==> src/rtl/mmio_device_router_if.sv <==
// Bus bundle for mmio_device_router: CPU data port, data-memory port and per-channel device handshakes.
// The router takes the slave modport; the CPU/memory/device side takes master.
interface mmio_device_router_if #(
   parameter int unsigned DATA_W = 32,
   parameter int unsigned ADDR_W = 32,
   parameter int unsigned N_CH   = 2
);
   logic [ADDR_W-1:0]      cpu_addr;
   logic [DATA_W-1:0]      cpu_wdata;
   logic                   cpu_we;
   logic                   cpu_re;
   logic                   cpu_stall;
   logic [ADDR_W-1:0]      mem_addr;
   logic [DATA_W-1:0]      mem_wdata;
   logic                   mem_we;
   logic                   mem_re;
   logic [N_CH*DATA_W-1:0] dev_data;
   logic [N_CH-1:0]        dev_valid;
   logic [N_CH-1:0]        dev_ready;
   logic [N_CH-1:0]        dev_done;
   logic [N_CH-1:0]        dev_timeout;

   modport master (
      output cpu_addr, cpu_wdata, cpu_we, cpu_re, dev_ready, dev_done,
      input  cpu_stall, mem_addr, mem_wdata, mem_we, mem_re, dev_data, dev_valid, dev_timeout
   );

   modport slave (
      input  cpu_addr, cpu_wdata, cpu_we, cpu_re, dev_ready, dev_done,
      output cpu_stall, mem_addr, mem_wdata, mem_we, mem_re, dev_data, dev_valid, dev_timeout
   );
endinterface

==> src/rtl/mmio_device_router.sv <==
// Multi-channel MMIO router: diverts CPU stores at device addresses to per-channel handshakes,
// maintains status words in memory. Optional done-timeout enabled by macro MMIO_TIMEOUT_EN.
module mmio_device_router #(
   parameter int unsigned       DATA_W      = 32,
   parameter int unsigned       ADDR_W      = 32,
   parameter int unsigned       N_CH        = 2,
   parameter logic [ADDR_W-1:0] DEV_BASE    = 'h0000_0001,
   parameter int unsigned       DEV_STRIDE  = 4,
   parameter logic [ADDR_W-1:0] STAT_BASE   = 'h0000_FFFC,
   parameter int unsigned       TIMEOUT_CYC = 1024
) (
   input logic                 clock,
   input logic                 reset,
   mmio_device_router_if.slave bus
);

   typedef enum logic [1:0] {
      ST_IDLE,
      ST_SEND,
      ST_WAIT_DONE,
      ST_CLEAR
   } state_t;

   state_t                 r_state     [N_CH];
   state_t                 w_nxt_state [N_CH];
   logic [N_CH*DATA_W-1:0] r_dev_data;

   logic [N_CH-1:0]        w_hit;
   logic [N_CH-1:0]        w_accept;
   logic [N_CH-1:0]        w_clr_req;
   logic [N_CH-1:0]        w_gnt;
   logic [N_CH-1:0]        w_to_fire;
   logic [N_CH-1:0]        w_clr_two;

   function automatic logic [ADDR_W-1:0] f_dev_addr(input int unsigned ch);
      return DEV_BASE + ADDR_W'(DEV_STRIDE) * ADDR_W'(ch);
   endfunction

   function automatic logic [ADDR_W-1:0] f_stat_addr(input int unsigned ch);
      return STAT_BASE - ADDR_W'(4 * ch);
   endfunction

   always_comb begin
      w_hit     = '0;
      w_clr_req = '0;
      for (int unsigned i = 0; i < N_CH; i++) begin
         w_hit[i]     = (bus.cpu_addr == f_dev_addr(i));
         w_clr_req[i] = (r_state[i] == ST_CLEAR);
      end
   end

   // Isolate the lowest set bit: lowest-index CLEAR channel owns the memory port.
   assign w_gnt = w_clr_req & (~w_clr_req + N_CH'(1));

   always_comb begin
      w_accept = '0;
      for (int unsigned i = 0; i < N_CH; i++)
         w_accept[i] = bus.cpu_we && w_hit[i] && (r_state[i] == ST_IDLE) && (w_gnt == '0);
   end

`ifdef MMIO_TIMEOUT_EN
   localparam int unsigned CNT_W = $clog2(TIMEOUT_CYC + 1);

   logic [CNT_W-1:0] r_cnt [N_CH];
   logic [N_CH-1:0]  r_timeout;
   logic [N_CH-1:0]  r_clr_two;

   always_comb begin
      w_to_fire = '0;
      for (int unsigned i = 0; i < N_CH; i++)
         w_to_fire[i] = (r_state[i] == ST_WAIT_DONE) && (r_cnt[i] == CNT_W'(TIMEOUT_CYC - 1));
   end

   // Counter is held at zero outside WAIT_DONE, which clears it on entry.
   always_ff @(posedge clock) begin
      if (reset) begin
         r_timeout <= '0;
         r_clr_two <= '0;
         for (int unsigned i = 0; i < N_CH; i++) r_cnt[i] <= '0;
      end else begin
         for (int unsigned i = 0; i < N_CH; i++) begin
            if (r_state[i] == ST_WAIT_DONE) r_cnt[i] <= r_cnt[i] + CNT_W'(1);
            else                            r_cnt[i] <= '0;
            if (r_state[i] != ST_CLEAR && w_nxt_state[i] == ST_CLEAR)
               r_clr_two[i] <= (r_state[i] == ST_WAIT_DONE) && !bus.dev_done[i];
            if (w_to_fire[i] && !bus.dev_done[i]) r_timeout[i] <= 1'b1;
         end
      end
   end

   assign w_clr_two       = r_clr_two;
   assign bus.dev_timeout = r_timeout;
`else
   assign w_to_fire       = '0;
   assign w_clr_two       = '0;
   assign bus.dev_timeout = '0;
`endif

   always_ff @(posedge clock) begin
      if (reset) begin
         for (int unsigned i = 0; i < N_CH; i++) r_state[i] <= ST_IDLE;
      end else begin
         for (int unsigned i = 0; i < N_CH; i++) r_state[i] <= w_nxt_state[i];
      end
   end

   always_ff @(posedge clock) begin
      if (reset) begin
         r_dev_data <= '0;
      end else begin
         for (int unsigned i = 0; i < N_CH; i++)
            if (w_accept[i]) r_dev_data[i*DATA_W +: DATA_W] <= bus.cpu_wdata;
      end
   end

   always_comb begin
      for (int unsigned i = 0; i < N_CH; i++) begin
         w_nxt_state[i] = r_state[i];
         case (r_state[i])
            ST_IDLE:
               if (w_accept[i]) w_nxt_state[i] = ST_SEND;
            ST_SEND:
               if (bus.dev_ready[i])
                  w_nxt_state[i] = bus.dev_done[i] ? ST_CLEAR : ST_WAIT_DONE;
            ST_WAIT_DONE:
               if (bus.dev_done[i] || w_to_fire[i]) w_nxt_state[i] = ST_CLEAR;
            ST_CLEAR:
               if (w_gnt[i]) w_nxt_state[i] = ST_IDLE;
            default:
               w_nxt_state[i] = ST_IDLE;
         endcase
      end
   end

   assign bus.dev_data = r_dev_data;

   always_comb begin
      bus.dev_valid = '0;
      for (int unsigned i = 0; i < N_CH; i++)
         bus.dev_valid[i] = (r_state[i] == ST_SEND);

      bus.mem_addr  = bus.cpu_addr;
      bus.mem_wdata = bus.cpu_wdata;
      bus.mem_we    = bus.cpu_we;
      bus.mem_re    = bus.cpu_re;
      bus.cpu_stall = 1'b0;

      if (w_gnt != '0) begin
         bus.mem_we    = 1'b1;
         bus.mem_re    = 1'b0;
         bus.mem_wdata = '0;
         bus.cpu_stall = bus.cpu_we || bus.cpu_re;
         for (int unsigned i = 0; i < N_CH; i++)
            if (w_gnt[i]) begin
               bus.mem_addr  = f_stat_addr(i);
               bus.mem_wdata = w_clr_two[i] ? DATA_W'(2) : '0;
            end
      end else if (bus.cpu_we && w_hit != '0) begin
         bus.mem_re = 1'b0;
         if (w_accept != '0) begin
            bus.mem_we    = 1'b1;
            bus.mem_wdata = DATA_W'(1);
            for (int unsigned i = 0; i < N_CH; i++)
               if (w_accept[i]) bus.mem_addr = f_stat_addr(i);
         end else begin
            bus.mem_we    = 1'b0;
            bus.cpu_stall = 1'b1;
         end
      end else if (bus.cpu_re && w_hit != '0) begin
         bus.mem_re = 1'b0;
         bus.mem_we = 1'b0;
      end

      if (reset) begin
         bus.mem_we    = 1'b0;
         bus.mem_re    = 1'b0;
         bus.cpu_stall = 1'b0;
      end
   end

endmodule

==> src/flat_wrapper.sv <==
// flat-port wrapper written by rule: the top's interface ports become plain ports
module mmio_device_router_flat 
#(
   parameter int unsigned       DATA_W      = 32,
   parameter int unsigned       ADDR_W      = 32,
   parameter int unsigned       N_CH        = 2,
   parameter logic [ADDR_W-1:0] DEV_BASE    = 'h0000_0001,
   parameter int unsigned       DEV_STRIDE  = 4,
   parameter logic [ADDR_W-1:0] STAT_BASE   = 'h0000_FFFC,
   parameter int unsigned       TIMEOUT_CYC = 1024
)
  (clock, reset, bus_cpu_addr, bus_cpu_wdata, bus_cpu_we, bus_cpu_re, bus_dev_ready, bus_dev_done, bus_cpu_stall, bus_mem_addr, bus_mem_wdata, bus_mem_we, bus_mem_re, bus_dev_data, bus_dev_valid, bus_dev_timeout);
  mmio_device_router_if #(.DATA_W(DATA_W), .ADDR_W(ADDR_W), .N_CH(N_CH)) bus_i ();
  input logic clock;
  input logic reset;
  input wire logic [$bits(bus_i.cpu_addr)-1:0] bus_cpu_addr;
  input wire logic [$bits(bus_i.cpu_wdata)-1:0] bus_cpu_wdata;
  input wire logic [$bits(bus_i.cpu_we)-1:0] bus_cpu_we;
  input wire logic [$bits(bus_i.cpu_re)-1:0] bus_cpu_re;
  input wire logic [$bits(bus_i.dev_ready)-1:0] bus_dev_ready;
  input wire logic [$bits(bus_i.dev_done)-1:0] bus_dev_done;
  output wire logic [$bits(bus_i.cpu_stall)-1:0] bus_cpu_stall;
  output wire logic [$bits(bus_i.mem_addr)-1:0] bus_mem_addr;
  output wire logic [$bits(bus_i.mem_wdata)-1:0] bus_mem_wdata;
  output wire logic [$bits(bus_i.mem_we)-1:0] bus_mem_we;
  output wire logic [$bits(bus_i.mem_re)-1:0] bus_mem_re;
  output wire logic [$bits(bus_i.dev_data)-1:0] bus_dev_data;
  output wire logic [$bits(bus_i.dev_valid)-1:0] bus_dev_valid;
  output wire logic [$bits(bus_i.dev_timeout)-1:0] bus_dev_timeout;
  assign bus_i.cpu_addr = bus_cpu_addr;
  assign bus_i.cpu_wdata = bus_cpu_wdata;
  assign bus_i.cpu_we = bus_cpu_we;
  assign bus_i.cpu_re = bus_cpu_re;
  assign bus_i.dev_ready = bus_dev_ready;
  assign bus_i.dev_done = bus_dev_done;
  assign bus_cpu_stall = bus_i.cpu_stall;
  assign bus_mem_addr = bus_i.mem_addr;
  assign bus_mem_wdata = bus_i.mem_wdata;
  assign bus_mem_we = bus_i.mem_we;
  assign bus_mem_re = bus_i.mem_re;
  assign bus_dev_data = bus_i.dev_data;
  assign bus_dev_valid = bus_i.dev_valid;
  assign bus_dev_timeout = bus_i.dev_timeout;
  mmio_device_router #(.DATA_W(DATA_W), .ADDR_W(ADDR_W), .N_CH(N_CH), .DEV_BASE(DEV_BASE), .DEV_STRIDE(DEV_STRIDE), .STAT_BASE(STAT_BASE), .TIMEOUT_CYC(TIMEOUT_CYC)) u_core (.clock(clock), .reset(reset), .bus(bus_i));
endmodule
==> config.mk <==
export PLATFORM = sky130hd
export DESIGN_NAME = mmio_device_router_flat
export DESIGN_NICKNAME = d
export VERILOG_FILES = /design/src/rtl/mmio_device_router_if.sv /design/src/rtl/mmio_device_router.sv /design/src/flat_wrapper.sv
export SDC_FILE = /design/constraint.sdc
export NUM_CORES = 1
export LEC_CHECK = 0
export BUFFER_PORTS_ARGS = -buffer_cell sky130_fd_sc_hd__buf_2
export CAP_MARGIN = 20
export CORE_MARGIN = 1.5
export CORE_UTILIZATION = 29
export DETAILED_ROUTE_END_ITERATION = 16
export SLEW_MARGIN = 30
export SYNTH_ARGS = -nofsm -noshare
export SYNTH_HDL_FRONTEND = slang
export SYNTH_SLANG_ARGS = --single-unit
==> constraint.sdc <==
create_clock -name clock -period 2.45 [get_ports clock]
set_clock_uncertainty 0.05 [all_clocks]
set_input_delay 0.1225 -clock clock [delete_from_list [all_inputs] [get_ports clock]]
set_output_delay 0.1225 -clock clock [all_outputs]
set_load 0.05 [all_outputs]
==> results of run 1 <==
==> per-layer routing <==
layer / global-route usage / vias to the layer above
met2: 0.309 / 118
met1: 0.230 / 1723
met5: 0 / -
met3: 0.0428 / 9
li1: - / 1810
met4: 0.0430 / 0
==> where the power goes <==
group	total (mW)	leakage [nW]	switching (mW)	internal (mW)
Sequential	1.13	0.549	0.00958	1.12
Clock	1.45	0.163	0.458	0.991
Combinational	0.677	1.63	0.467	0.210
==> what timing repair did <==
action / 4_1_cts / 5_1_grt
resized for setup: 16 / 15
endpoints found under the setup margin: 63 / 64
pin swaps: 6 / 2
cloned: 3 / 0
endpoints found under the hold margin: 1 / 0
hold buffers: 1 / 0
buffers inserted: 12 / 0
==> worst max-delay path, delay by kind of cell, from the launching register on <==
| family | cells | cell delay, ns |
|---|---|---|
| AND/OR/NAND/NOR | 3 | 0.62 |
| buffers and inverters | 4 | 0.55 |
| adder cells (fa/ha/maj) | 1 | 0.21 |
| flip-flops | 1 | 0.35 |
| AO/OA/AOI/OAI | 1 | 0.15 |
==> cells by family (layout without fill, tap and decap cells) <==
kind of cell | after synthesis | after routing | synth area share
AOI/OAI and AO/OA | 55 | 55 | 0.0938
adders and majority gates | 10 | 10 | 0.0358
buffers and inverters | 39 | 253 | 0.0695
DFF | 68 | 68 | 0.390
muxes | 33 | 33 | 0.0945
other | 1 | 2 | 0.00107
and+or+nand+nor | 202 | 205 | 0.316
==> sequential cells by signal (all words and copies together) (netlist names) <==
name and cells:
u_core.bus.dev_data 64, u_core.r_state 4
==> final cells by class <==
| type | instances | share of cell area |
|---|---|---|
| Timing Repair Buffer | 227 | 0.240 |
| Sequential cell | 68 | 0.264 |
| Tap cell | 143 | 0.0346 |
| Inverter | 10 | 0.00727 |
| Multi-Input combinational cell | 305 | 0.389 |
| Clock inverter | 5 | 0.0194 |
| Clock buffer | 11 | 0.0450 |
==> Yosys cell counts (5+ instances only) <==
cell type   n  area share
a21oi_1    36       0.052
nor4_2      6       0.021
inv_1      10       0.011
and2_2      9       0.019
ha_1       10       0.036
buf_2       5      0.0072
and2_1     36       0.064
clkbuf_1   12       0.013
nand2_1    66       0.071
buf_4       6       0.013
mux2i_1    33       0.095
nor2_1     40       0.043
dfxtp_1    68        0.39
or3_1      11       0.020
nor4_1      5      0.0090
==> per-stage QoR <==
step            util  hold slack [ns]  cell area [um2]  setup TNS (ns)  total power [mW]
2_1_floorplan      -            0.213             3500               0              1.57
6_report       0.447           0.0118             5170               0              3.25
3_3_place_gp   0.398            0.339             4610               0              1.78
4_1_cts        0.442          0.00108             5120               0              3.27
5_1_grt        0.447          0.00875             5170               0              3.38
3_5_place_dp   0.398            0.342             4610           -1.66              1.79
==> final timing paths <==
check | endpoint | depth (start not counted) | start
setup reg to reg | u_core.bus.dev_data[62] | 7 | u_core.r_state[0][2]
hold / removal | u_core.bus.dev_data[27] | 3 | bus_cpu_wdata[27]
setup / recovery | bus_mem_addr[4] | 9 | u_core.r_state[0][0]
hold reg to reg | u_core.bus.dev_data[10] | 2 | u_core.bus.dev_data[10]
==> cells in the final DEF, fill, tap and decap left out, types with 2 or more instances in the layout <==
master     count
a211oi_1       2
a21oi_1       35
and2_1        36
and2_2         9
and2_4         4
buf_2        198
buf_4         21
buf_6          3
bufinv_16      3
clkbuf_1       2
clkbuf_16      9
clkbuf_4       2
clkinv_2       2
conb_1         2
dfxtp_1       64
dfxtp_2        4
ha_1           9
inv_1          9
mux2i_1       33
nand2_1       66
nand2b_1       3
nand3_1        2
nand4_1        2
nor2_1        39
nor2_4         5
nor3_1         4
nor4_1         5
nor4_2         3
nor4_4         4
o21ai_0        2
o22ai_1        2
o31ai_1        2
or3_1         11
or3_2          2
or4_1          3
==> impl_metrics.json, run 1 <==
{
  "max_stage_delay_ns": 0.42,
  "cts_num_sinks": 68,
  "p_leak_nw": 2.35,
  "drive_gt1_frac": 0.450,
  "routedWlPerCell_um": 15.2,
  "fillers": 1144,
  "crit_fanout": 13,
  "numCtsBuffers": 9,
  "drt-total-wl_um": 11700,
  "pwr_density_cell_nw_per_um2": 630,
  "critPathArrivalTime_ns": 2.19,
  "fp.dieH_um": 113,
  "hold_path.class": "in2reg",
  "rows": 39,
  "max_slew.worst_pin.slew_ns": 0.601,
  "start_util": 0.302,
  "post_drt_via_cell_ratio": 4.76,
  "peakVddDrop_mv": 0.347,
  "clk_latency_ns": 0.32,
  "final_antenna_net_count": 0,
  "grt_use_total": 0.180,
  "synth_ff_type": "dfxtp_1",
  "core_um2": 11600,
  "dp_cells": 737,
  "syn-cell-area_um2": 3490,
  "cts-root-buf": "clkbuf_16",
  "route.met2.wl_um": 5910,
  "multiInputGateArea_um2": 2010,
  "first_global_vias": 3363,
  "ys_types": 48,
  "grt-ovfl-total": 0,
  "clkTransAtPathRegs_ns": 0.06,
  "fp.dieW_um": 113,
  "setup_violations": 0,
  "crit_path_cell_trace": "inv_1 -> ha_1 -> nor2b_4 -> a21oi_4 -> nor4_4 -> buf_4 -> buf_4 -> or3_2 -> buf_6",
  "syn2layout_area_growth_pct": 47.8,
  "antenna_found_initial": 0,
  "grt_first_pass_wirelength_um": 18100,
  "cts_tree": "yes",
  "drt-met1-wl_um": 5040,
  "status": "finished clean",
  "drc": 0,
  "ys_ff_latch": 68,
  "synth_edf_count": 0,
  "slew_violations": 0,
  "diodes": 0,
  "syn_inst": 408,
  "worstSetupStartpointType": "flop",
  "ctsHtreeMaxLevel": 3,
  "dp_slack_ns": -0.0678,
  "ys_seq_area_frac": 0.390,
  "portBuffers": 204,
  "maxCapViolCount": 0,
  "drtIter0Drc": 190,
  "clockBufferDepth": 2,
  "nets": 703,
  "max_freq_ghz": 0.422,
  "syn_area_per_cell_um2": 8.57,
  "rsz0062_at_grt": "no",
  "via_count": 3660,
  "critPathRequiredTime_ns": 2.28,
  "finalHoldViolations": 0,
  "drtPass1Iterations": 4,
  "ff_latch_area_um2": 1370,
  "routed-wl-met3_um": 696,
  "slew_headroom": 0.595,
  "ys_warn_count": 0,
  "post-dp-hpwl_um": 7950,
  "io_pins": 207,
  "crit_slowest_cell": "or3_2",
  "finalCriticalPeriod_ns": 2.37,
  "grt_max_degree": 48,
  "critPathKind": "reg2out",
  "setup_ws_ns": 0.0830,
  "synthArstFlopShare": 0,
  "crit_path_frequent_cell": "buf_4",
  "reg2reg_slack_ns": 0.34,
  "stdcell_count": 769,
  "highest_layer": "met4",
  "gp_congestion": 0.877,
  "finalCritPeriodShare": 0.966,
  "die-area_um2": 12700,
  "worst_setup_path_end_kind": "output pin"
}
(Power assumes the default switching activity.)
==> run 2, diff against run 1 <==
- PLACE_DENSITY_LB_ADDON: unset -> 0.1
==> impl_metrics.json, run 2 (synthesis gave the netlist of run 1 again) <==
{
  "p_sw_uw": 922,
  "drtPass1Iterations": 4,
  "layout_commonest_cell": "buf_2",
  "cts-root-buf": "clkbuf_16",
  "max_freq_ghz": 0.429,
  "internal_power_mw": 2.16,
  "max_stage_delay_ns": 0.40,
  "finalCritPeriodShare": 0.951,
  "drive_gt1_frac": 0.428,
  "drt-total-wl_um": 11000,
  "swShare": 0.299,
  "clock_power_share": 0.416,
  "critPathRequiredTime_ns": 2.28,
  "finish.utilization": 0.446,
  "io_pins": 207,
  "cts_num_sinks": 68,
  "final_antenna_net_count": 0,
  "slew_headroom": 0.564,
  "syn2layout_area_growth_pct": 47.6,
  "drc": 0,
  "largest_register_ffs": 64,
  "crit_slowest_cell": "or3_2",
  "hold_depth": 3,
  "portBuffers": 204,
  "status": "finished clean",
  "gp_congestion": 0.776,
  "worst_setup_path_end_kind": "output pin",
  "grt-ovfl-total": 0,
  "first_global_vias": 3355,
  "numCtsBuffers": 9,
  "hold_path.class": "in2reg",
  "clkTransAtPathRegs_ns": 0.05,
  "clk_latency_ns": 0.32,
  "clockBufferDepth": 2,
  "maxCapViolCount": 0,
  "critical_path_buf_inv_count": 3,
  "ff_latch_area_um2": 1360,
  "worstSetupStartpointType": "flop",
  "core_um2": 11600,
  "crit_cells": 8,
  "reg2regPathDepth": 7,
  "grt_max_degree": 47,
  "peakVddDrop_mv": 0.387,
  "critPathKind": "reg2out",
  "rows": 39,
  "grt_use_total": 0.168,
  "critPathArrivalTime_ns": 2.16,
  "multiInputGateArea_um2": 1960,
  "p_leak_nw": 2.32,
  "critPathTopFamily": "simple AND/OR/NAND/NOR gates",
  "nets": 700,
  "cts_tree": "yes",
  "post-dp-hpwl_um": 7940,
  "finalCriticalPeriod_ns": 2.33,
  "seqPwrFrac": 0.365,
  "diodes": 0,
  "post_dp_cell_area_um2": 4620,
  "via_count": 3540,
  "fp.dieW_um": 113,
  "die-area_um2": 12700,
  "stdcell_count": 764,
  "layout_common_cells": "175 x buf_2, 67 x dfxtp_1, 66 x nand2_1",
  "pwr_density_cell_nw_per_um2": 598,
  "post_drt_via_cell_ratio": 4.63,
  "max_slew.worst_pin.slew_ns": 0.647,
  "ctsHtreeMaxLevel": 3,
  "drtIter0Drc": 122,
  "setup_violations": 0,
  "slew_violations": 0,
  "crit_fanout": 13,
  "comb_power_share": 0.219,
  "start_util": 0.302,
  "dp_cells": 737,
  "finalHoldViolations": 0,
  "grt_first_pass_wirelength_um": 17000,
  "routedWlPerCell_um": 14.4,
  "fillers": 1171,
  "rsz0062_at_grt": "no",
  "postLayoutCellArea_um2": 5160,
  "antenna_found_initial": 0,
  "setup_tns_ns": 0,
  "fp.dieH_um": 113,
  "crit_path_cell_trace": "inv_2 -> ha_2 -> nor2b_4 -> a21oi_2 -> nor4_4 -> buf_4 -> or3_2 -> clkbuf_4"
}
-- run 2: cell types whose count changed in the layout (fill, tap and decap cells not counted), sizes merged --
cell,delta
clkbuf,+20
dlygate4sd3,+11
bufinv,-2
buf,-30
nor2,-3
clkinv,-1
-- run 2: area by class of cell --
type                    count  share of cell area
repair buffers            227               0.258
well taps                 143              0.0347
flip-flops and latches     68               0.264
inverters                  10             0.00728
multi-input cells         302               0.380
clock inverters             2             0.00679
clock buffers              12              0.0497
-- run 2: through the flow --
stage          setup WS [ns]  hold WS [ns]  power [mW]
2_1_floorplan        0.00936         0.213        1.57
3_3_place_gp           0.166         0.334        1.77
3_5_place_dp           0.147         0.344        1.77
4_1_cts               0.0208      0.000327        3.11
5_1_grt               0.0128        0.0123        3.21
6_report               0.119        0.0106        3.09
-- run 2: repair_timing --
| item | in CTS | in global routing |
|---|---|---|
| resized for setup | 13 | 30 |
| endpoints found under the setup margin | 63 | 55 |
| buffers inserted | 1 | 0 |
| endpoints found under the hold margin | 13 | 0 |
| hold buffers | 12 | 0 |
| pin swaps | 1 | 1 |
-- run 2: final timing paths --
kind | endpoint | slack (ns) | start
min | u_core.bus.dev_data[21] | 0.01 | bus_cpu_wdata[21]
max reg2reg | u_core.r_state[0][2] | 0.30 | u_core.r_state[0][2]
min reg2reg | u_core.bus.dev_data[12] | 0.39 | u_core.bus.dev_data[12]
max | bus_mem_addr[4] | 0.12 | u_core.r_state[0][0]
-- run 2: routing by layer --
| metal | track usage | share of wire | up-vias |
|---|---|---|---|
| met5 | 0 | 0 | - |
| met4 | 0.0574 | 0.016 | 0 |
| met3 | 0.0461 | 0.059 | 13 |
| met2 | 0.284 | 0.48 | 103 |
| met1 | 0.206 | 0.44 | 1637 |
| li1 | - | - | 1787 |
-- run 2: worst register-to-register path, cell delays in order, from the launching register on --
cell	delay, ns
dfxtp_2	0.33
ha_1	0.28
nor2_2	0.20
nand4_4	0.18
nor4_4	0.43
buf_12	0.24
o2bb2ai_1	0.08
a311oi_1	0.25
-- run 2: power by group through the flow --
stage	clock network [mW]	registers [mW]	logic [mW]
floorplan	0	1.15	0.424
global placement	0	1.15	0.620
detailed placement	0	1.15	0.626
CTS	1.33	1.12	0.658
global route	1.37	1.13	0.715
finish	1.28	1.12	0.676
==> run 3, diff against run 2 <==
--- a/constraint.sdc
+++ b/constraint.sdc
@@ -3,3 +3,3 @@
 set_input_delay 0.1225 -clock clock [delete_from_list [all_inputs] [get_ports clock]]
 set_output_delay 0.1225 -clock clock [all_outputs]
-set_load 0.05 [all_outputs]
+set_load 0.1 [all_outputs]
==> impl_metrics.json, run 3 (synthesis gave the netlist of run 1 again) <==
{
  "status": "finished clean",
  "setup_violations": 0,
  "max_freq_ghz": 0.423,
  "cts-root-buf": "clkbuf_16",
  "critical_path_buf_inv_count": 4,
  "crit_path_frequent_cell": "buf_12",
  "antenna_found_initial": 0,
  "critPathKind": "reg2out",
  "io_pins": 207,
  "worstSetupStartpointType": "flop",
  "seqPwrFrac": 0.324,
  "post-dp-hpwl_um": 8450,
  "portBuffers": 204,
  "total_power_mw": 3.48,
  "drt-total-wl_um": 12400,
  "routedWlPerCell_um": 15.8,
  "ctsHtreeMaxLevel": 3,
  "finalHoldViolations": 0,
  "hold_slack_ns": 0.0124,
  "grt_use_total": 0.196,
  "diodes": 0,
  "max_slew.worst_pin.slew_ns": 0.651,
  "nets": 716,
  "finish.utilization": 0.543,
  "p_sw_mw": 1.23,
  "postLayoutCellArea_um2": 6280,
  "setup_tns_ns": 0,
  "largest_register_ffs": 64,
  "clockBufferDepth": 2,
  "clk_latency_ns": 0.32,
  "internal_power_mw": 2.25,
  "fillers": 1053,
  "syn2layout_area_growth_pct": 79.7,
  "multiInputGateArea_um2": 2050,
  "peakVddDrop_mv": 0.317,
  "final_antenna_net_count": 0,
  "finalCriticalPeriod_ns": 2.36,
  "swShare": 0.355,
  "first_global_vias": 3558,
  "ff_latch_area_um2": 1370,
  "drive_gt1_frac": 0.456,
  "post_drt_via_cell_ratio": 4.66,
  "die-area_um2": 12700,
  "pwr_density_cell_nw_per_um2": 555,
  "layout_commonest_cell": "buf_2",
  "fp.dieW_um": 113,
  "grt-ovfl-total": 0,
  "via_count": 3640,
  "numCtsBuffers": 9,
  "p_leak_nw": 2.74,
  "crit_slowest_cell": "dfxtp_2",
  "rows": 39,
  "grt_first_pass_wirelength_um": 19300,
  "critPathTopFamily": "simple AND/OR/NAND/NOR gates",
  "cts_num_sinks": 68,
  "worst_setup_path_end_kind": "output pin",
  "hold_path.class": "in2reg",
  "slew_headroom": 0.566,
  "core_um2": 11600,
  "critPathRequiredTime_ns": 2.28,
  "layout_common_cells": "139 x buf_2, 69 x buf_12, 66 x nand2_1",
  "clock_power_share": 0.340,
  "drtPass1Iterations": 4,
  "crit_path_cell_trace": "inv_2 -> ha_1 -> nor2b_2 -> a21oi_2 -> nor4_4 -> buf_12 -> buf_6 -> or3_1 -> buf_12",
  "clkTransAtPathRegs_ns": 0.05,
  "slew_violations": 0,
  "cts_tree": "yes",
  "comb_power_share": 0.336,
  "fp.dieH_um": 113,
  "maxCapViolCount": 0,
  "finalCritPeriodShare": 0.965,
  "grt_max_degree": 45,
  "start_util": 0.302,
  "critPathArrivalTime_ns": 2.19,
  "drc": 0,
  "rsz0062_at_grt": "yes",
  "crit_fanout": 13,
  "gp_congestion": 0.780,
  "max_stage_delay_ns": 0.36,
  "drtIter0Drc": 144,
  "post_dp_cell_area_um2": 5610
}
==> run 3: cell count changes in the layout (fill, tap and decap cells not counted), sizes merged <==
cell and delta:
bufbuf +1, nor2 +3, clkbuf -22, bufinv -1, clkinvlp +2, dlygate4sd3 -1
clkinv +1, buf +34
==> run 3: metal layers <==
metal  track usage  share of wire  vias up  wire (um)
met4        0.0633          0.021        0        255
met2         0.335           0.50      109       6230
met3        0.0616          0.060       16        744
li1              -              -     1829          -
met1         0.235           0.42     1686       5130
met5             0              0        -          0
==> run 3: path summary, 6_finish.rpt <==
path,from,endpoint,slack [ns],depth (start not counted)
worst max-delay path,u_core.r_state[0][1],bus_mem_addr[10],0.09,9
worst min-delay path,bus_cpu_wdata[5],u_core.bus.dev_data[5],0.01,3
worst max register to register,u_core.r_state[0][2],u_core.bus.dev_data[57],0.24,9
worst min register to register,u_core.bus.dev_data[20],u_core.bus.dev_data[20],0.39,2
==> run 3: worst reg2reg max path, stage by stage, from the launching register on <==
cell and delay (ns):
dfxtp_1 0.34, ha_1 0.22, buf_4 0.16, nor2_4 0.15, nand4_4 0.17, nor4_4 0.26
buf_4 0.18, bufbuf_16 0.31, mux2i_1 0.20, nor2_1 0.06
==> run 3: timing repair <==
| item | CTS | global route |
|---|---|---|
| setup buffers | 14 | 0 |
| hold endpoints to repair | 12 | 0 |
| hold buffers | 11 | 0 |
| gates resized for setup | 18 | 6 |
| cloned | 4 | 0 |
| pin swaps | 6 | 3 |
| setup endpoints to repair | 58 | 74 |
==> run 3: cell type report <==
type,count,share of cell area
Multi-Input combinational cell,305,0.326
Clock buffer,11,0.0403
Sequential cell,68,0.217
Clock inverter,4,0.00399
Tap cell,143,0.0285
Inverter,10,0.00598
Timing Repair Buffer,240,0.378
==> run 3: power by group through the flow <==
stage          clock network (mW)  logic [mW]  registers [mW]
2_1_floorplan                   0       0.689            1.15
3_3_place_gp                    0        1.14            1.15
3_5_place_dp                    0        1.14            1.15
4_1_cts                      1.23        1.17            1.13
5_1_grt                      1.28        1.21            1.13
6_report                     1.18        1.17            1.13
==> run 3: per-stage QoR <==
stage,cells,worst slack (ns)
after global placement,737,-0.000733
after CTS,781,0.0238
after detailed placement,737,-0.104
final,781,0.0867
after floorplan,409,-0.432
after global routing,781,-0.0236
